==> src/rtl/ars_mod_multi_squa.sv <==
// Sequential k-fold squarer over GF(2^233), f(x) = x^233 + x^74 + 1.
// Applies SQ_PER_CYC squarings per clock to an accumulator until K squarings are done.
module ars_mod_multi_squa #(
    parameter int SQ_PER_CYC = 1,
    parameter int KW         = 8
) (
    input  logic           clk,
    input  logic           rst_n,
    input  logic           in_valid,
    output logic           in_ready,
    input  logic [232:0]   din,
    input  logic [KW-1:0]  k,
    output logic           out_valid,
    input  logic           out_ready,
    output logic [232:0]   dout,
    output logic           busy,
    output logic [1:0]     dbg_state
);

    // Handshakes: a transfer happens on a rising edge where valid && ready;
    // valid must not depend on ready, and payload is only sampled on that edge.

    typedef enum logic [1:0] {
        IDLE = 2'd0,
        RUN  = 2'd1,
        DONE = 2'd2
    } state_t;

    state_t        state, state_nxt;
    logic [232:0]  acc, acc_nxt, sq1, step;
    logic [KW-1:0] cnt, cnt_nxt, dec;

    // ARS_MOD_SQUA: spread coefficients to even positions, then fold bits >= 233
    // down using x^233 = x^74 + 1, highest first so folded bits are re-reduced.
    function automatic logic [232:0] ars_mod_squa(input logic [232:0] a);
        logic [464:0] t;
        t = '0;
        for (int i = 0; i < 233; i++) t[2*i] = a[i];
        for (int i = 464; i >= 233; i--) begin
            if (t[i]) begin
                t[i]       = 1'b0;
                t[i - 233] = ~t[i - 233];
                t[i - 159] = ~t[i - 159];
            end
        end
        return t[232:0];
    endfunction

    assign sq1 = ars_mod_squa(acc);

    generate
        if (SQ_PER_CYC == 1) begin : g_sq1
            assign step = sq1;
            assign dec  = KW'(1);
        end else if (SQ_PER_CYC == 2) begin : g_sq2
            // With one squaring left, stop after the first chained stage.
            assign step = (cnt == KW'(1)) ? sq1 : ars_mod_squa(sq1);
            assign dec  = (cnt == KW'(1)) ? KW'(1) : KW'(2);
        end else begin : g_bad
            $error("SQ_PER_CYC must be 1 or 2");
        end
    endgenerate

    always_ff @(posedge clk or negedge rst_n) begin
        if (!rst_n) begin
            state <= IDLE;
            acc   <= '0;
            cnt   <= '0;
        end else begin
            state <= state_nxt;
            acc   <= acc_nxt;
            cnt   <= cnt_nxt;
        end
    end

    always_comb begin
        state_nxt = state;
        acc_nxt   = acc;
        cnt_nxt   = cnt;
        case (state)
            IDLE: begin
                if (in_valid) begin
                    acc_nxt   = din;
                    cnt_nxt   = k;
                    state_nxt = (k == '0) ? DONE : RUN;
                end
            end
            RUN: begin
                acc_nxt = step;
                cnt_nxt = cnt - dec;
                if (cnt == dec) state_nxt = DONE;
            end
            DONE: begin
                if (out_ready) state_nxt = IDLE;
            end
            default: state_nxt = IDLE;
        endcase
    end

    assign in_ready  = (state == IDLE);
    assign busy      = (state == RUN);
    assign out_valid = (state == DONE);
    assign dout      = acc;
    assign dbg_state = state;

endmodule

==> config.mk <==
export PLATFORM = sky130hd
export DESIGN_NAME = ars_mod_multi_squa
export DESIGN_NICKNAME = d
export VERILOG_FILES = /design/src/rtl/ars_mod_multi_squa.sv
export SDC_FILE = /design/constraint.sdc
export NUM_CORES = 1
export LEC_CHECK = 0
export ABC_CLOCK_PERIOD_IN_PS = 2700
export BUFFER_PORTS_ARGS = -buffer_cell sky130_fd_sc_hd__buf_4
export CORE_ASPECT_RATIO = 0.5
export CORE_MARGIN = 2
export CORE_UTILIZATION = 40
export DETAILED_ROUTE_END_ITERATION = 6
export GPL_TIMING_DRIVEN = 0
export PLACE_DENSITY = 0.67
export RECOVER_POWER = 50
export SLEW_MARGIN = 20
export SYNTH_ARGS = -nofsm -noshare
export SYNTH_HDL_FRONTEND = slang
export SYNTH_SLANG_ARGS = --single-unit
==> constraint.sdc <==
create_clock -name clk -period 2.7 [get_ports clk]
set_input_delay 0.54 -clock clk [delete_from_list [all_inputs] [get_ports clk]]
set_output_delay 0.54 -clock clk [all_outputs]
set_load 0.005 [all_outputs]
== Word level (Yosys, flattened, before mapping) ==
Index checks and enable logic that the tools add are counted.
Cells by class
  reduce and logical (&&, ||, !) cells: 6
  add/sub/neg operators: 1
  eq/ne operators: 7
  bitwise logic cells: 153
  multiplexer cells: 278
Operators with widths (count)
  233-bit one-hot mux with 2 select lines: 1
  1-bit two-way mux: 269
  233-bit two-way mux: 1
  1-bit inverter: 153
  8-bit one-hot mux with 2 select lines: 1
  8-bit by 1-bit == test with 1-bit output (second input constant): 1
  8-bit logical NOT: 1
  2-bit two-way mux: 4
  8-bit two-way mux: 1
  8-bit by 1-bit subtractor with 8-bit output (second input constant): 1
  2-bit by 1-bit != test with 1-bit output (second input constant): 3
  2-bit one-hot mux with 3 select lines: 1
  3-bit AND reduction: 2
  2-bit by 1-bit == test with 1-bit output (second input constant): 1
  2-bit == test (second input constant): 1
  2-bit logical NOT: 1
  2-bit != test (second input constant): 1
  2-bit AND reduction: 1
  2-bit nonzero test: 1
Word-level totals
  input bits: 245
  logic and storage cells: 449
  flip-flop bits (word level): 243

== Longest topological paths before layout ==
  depth after elaboration: 4
  depth in mapped cells: 8
  mapped depth without buffers: 5

== Worst setup path before layout ==
No wires, ideal clock.
  kind: register -> output
  from: reg state[0] (netlist: dbg_state[0])
  to: out in_ready
  arrival time: 1219 ps
  setup slack: 941 ps
  cell stages (with the launch flop): 6
  data required time: 2160 ps
  path through: dfrtp_1 -> buf_2 -> buf_2 -> buf_2 -> clkbuf_1 -> nor2_1
Between the ends
  cells in the longest elaborated chain, start to end: 1
RTL lines
  start, declared: line 29  | state_t state, state_nxt;
  start signal, assigned: line 70  | state <= state_nxt;
  2-bit logical NOT: line 100  | assign in_ready = (state == IDLE);
  end, declared: line 10  | output logic in_ready,
No other way between the ends.

== Final worst setup path ==
  from: reg state[1] (netlist: dbg_state[1])
  to: out in_ready
The elaborated chain is that of the path after synthesis.

==> flow_summary.toml <==
[critical_path]
cp.arrival_ns = 2.11
cpMaxStageDelayCell = "dfrtp_1"
crit_type = "reg2out"
cp_max_fo = 11
cp.required_ns = 2.16
slowest_delay_ns = 0.51
start_kind = "flop"
crit_chain = "clkbuf_2 > clkbuf_2 > nor2_1 > buf_4"
critPathCaptureType = "output port"
crit_top_cell = "clkbuf_2"

[synthesis]
async_reset_ff_share_pct = 100
syn_area_mm2 = 0.0126
synth-compound-area-share_pct = 19.1
synth_adder_area_share_pct = 0.198
synth-main-ff-cell = "dfrtp_1"
synth_area_per_cell_um2 = 8.67
ys_ff_latch = 243
seq_area_frac_synth_pct = 48.2
synth_top_family_by_area = "compound AO/OA/AOI/OAI gates"
ys_types = 47
muxShareOfSynthArea_pct = 3.02
yosys.area_share.simple_pct = 14.9
synth_xor_area_share_pct = 10.5
ys_warn_count = 0
syn-num-nets = 1701
syn_inst = 1454
synth_edf_count = 0

[power]
power_leakage_nw = 8.26
p_per_area_mw_per_mm2 = 1410
peakVddDrop_mv = 0.885

[final_layout]
drive_above_1_share_pct = 25.7
multi_input_area_mm2 = 0.00602
final_util_pct = 56.7
layout.nets = 2210
syn2layout_area_growth_pct = 38.0
final_cell_area_mm2 = 0.0174
seq_area_mm2 = 0.00608
nFillCells = 2987

[timing]
finClkSkew_ns = 0.0180
finalSetupViolCount = 0
fin_crit_sh_pct = 98.2
tightest_slew_ns = 0.838
maxSlewViolCount = 0
clock.fmax_mhz = 377
slew_headroom_pct = 44.1
rsz0062_at_grt = "false"
fin_hold_ws_ns = 0.251
hold_viol_final = 0
fin_crit_ns = 2.65

[clock_network]
cts_sinks = 243
worstSkewPairLatency_ns = 0.55
cts_htree_levels = 1
cts_buffer_depth = 3
post_cts_buffers = 0
clkTransAtPathRegs_ns = 0.06
clockRootBuffer = "clkbuf_16"
numCtsBuffers = 24
cts_tree = "yes"

[flow_run]
maxCapViolations = 0

[floorplan]
initial_core_util_pct = 41.1
dieArea_mm2 = 0.0331
row_count = 45
die_height_um = 130
core_mm2 = 0.0307
die_width_um = 255
io_pins = 483

[min_path]
hold_path.class = "in2reg"

[routing]
dr.pass1.iters = 6
drtIter0Drc = 1746
routedWlPerCell_um = 27.3
drc = 0
routed_via_density = 5.76
num_vias = 13800
ant_nets = 0
routed_wl_um = 65500

[place]
hpwl_um = 51000
io_buffers = 482
place_area_mm2 = 0.0168
place.gp.congestion = 0.968

[global_route]
grt_pass1_vias = 13100
antenna_found_initial = 2
grt_usage_pct = 38.8
grt_overflow_total = 0
grt_pass1_wl_um = 91200
grt_max_degree = 93

[status]
status = "finished, final reports clean"
==> through the flow <==
stage                     total power, mW  std cells  TNS [ns]  worst slack (ns)
final                                24.5       2403         0            0.0499
after global routing                 25.7       2402         0            0.0573
after CTS                            24.4       2401         0            0.0624
after detailed placement             20.9       2361         0             0.227
after global placement               20.7       2359   -251.36             -1.07
after floorplan                      13.5       1454         0             0.941
==> sequential cells by signal, summed over array words and instances, names as in the netlist <==
signal     count
cnt            8
dout         233
dbg_state      2
==> power by group <==
part | internal (mW) | switching, mW | leakage, nW | total, mW
combinational | 4.96 | 7.08 | 4.87 | 12.0
sequential | 5.47 | 3.53 | 3.00 | 9.00
clock | 1.92 | 1.57 | 0.388 | 3.49
total | 12.4 | 12.2 | 8.26 | 24.5
==> metal layers <==
metal	GRT usage [%]	up-vias	wire (um)	share of wire (%)
met5	0	-	0	0
met4	14.7	0	2810	4.3
met3	10.3	178	7500	11
met2	59.4	860	29300	45
met1	52.8	6870	25900	40
li1	-	5934	-	-
==> synthesized netlist by cell type, types with 2 or more instances <==
cell | count | share of area (%)
a21oi_1 | 156 | 6.2
a22oi_1 | 2 | 0.12
a2bb2oi_1 | 2 | 0.14
a31oi_1 | 45 | 2.2
a32oi_1 | 2 | 0.14
and2_1 | 41 | 2.0
and3b_1 | 2 | 0.14
buf_1 | 17 | 0.51
buf_2 | 32 | 1.3
buf_6 | 3 | 0.27
clkbuf_1 | 55 | 1.6
dfrtp_1 | 243 | 48
ha_1 | 2 | 0.20
inv_1 | 7 | 0.21
mux2i_1 | 38 | 3.0
nand2_1 | 231 | 6.9
nand3_1 | 2 | 0.079
nor2_1 | 151 | 4.5
nor2b_1 | 2 | 0.099
nor3_1 | 2 | 0.079
nor3b_1 | 6 | 0.36
nor4_1 | 2 | 0.099
o211ai_1 | 2 | 0.12
o21ai_0 | 232 | 9.2
o21bai_1 | 2 | 0.12
o22a_1 | 3 | 0.21
o2bb2ai_1 | 2 | 0.14
or4b_2 | 2 | 0.16
xor2_1 | 150 | 10
==> placed cells by master, fill, tap and decap left out, types with 3 or more instances in the layout <==
master / count
dfrtp_1: 243
a31oi_1: 45
o21ai_0: 232
clkinv_2: 3
buf_1: 17
nor3b_1: 6
mux2i_1: 38
o22a_1: 3
diode_2: 3
nor2_1: 151
nand2_1: 231
inv_1: 7
clkbuf_4: 134
and2_1: 41
clkbuf_16: 25
xor2_1: 150
a21oi_1: 156
clkbuf_8: 10
clkbuf_1: 110
buf_2: 30
buf_4: 294
==> cells by family after synthesis <==
family                     Yosys count
buffers and inverters              116
xor gates and xnor gates           151
AOI/OAI and AO/OA                  455
DFF                                243
adders and majority gates            2
muxes                               38
and+or+nand+nor                    449
==> critical path: cells and delay by family, from the launching register on <==
family,cells,cell delay (ns)
and+or+nand+nor,1,0.09
DFF,1,0.51
buffers and inverters,3,0.96
==> worst paths after layout <==
check / startpoint / end / slack [ns] / cells past startpoint
worst max-delay path: dbg_state[1]$_DFFE_PN0P_ / in_ready / 0.05 / 4
worst min-delay path: k[6] / cnt[6]$_DFFE_PN0P_ / 0.25 / 3
worst max register to register: dbg_state[0]$_DFFE_PN0P_ / dout[95]$_DFFE_PN0P_ / 0.13 / 7
worst min register to register: dout[92]$_DFFE_PN0P_ / dout[92]$_DFFE_PN0P_ / 0.50 / 2
max in group asynchronous: rst_n / dout[89]$_DFFE_PN0P_ / 0.83 / 4
min in group asynchronous: rst_n / dout[111]$_DFFE_PN0P_ / 0.56 / 2
==> what timing repair did <==
action / CTS / global route
endpoints found under the setup margin: 2 / 1
hold endpoints to repair: 21 / 0
resized for setup: 4 / 0
hold buffers: 1 / 0
==> final cells by class <==
cell class | instances | area share [%]
antenna | 3 | 0.0431
buffer | 106 | 2.68
clock buffer | 37 | 4.37
clock inverter | 3 | 0.0863
inverter | 8 | 0.173
multi-input combinational | 1095 | 34.6
sequential | 243 | 34.9
tap | 423 | 3.04
timing repair buffer | 485 | 20.0
Note: power is estimated with default switching activity, not from simulation.
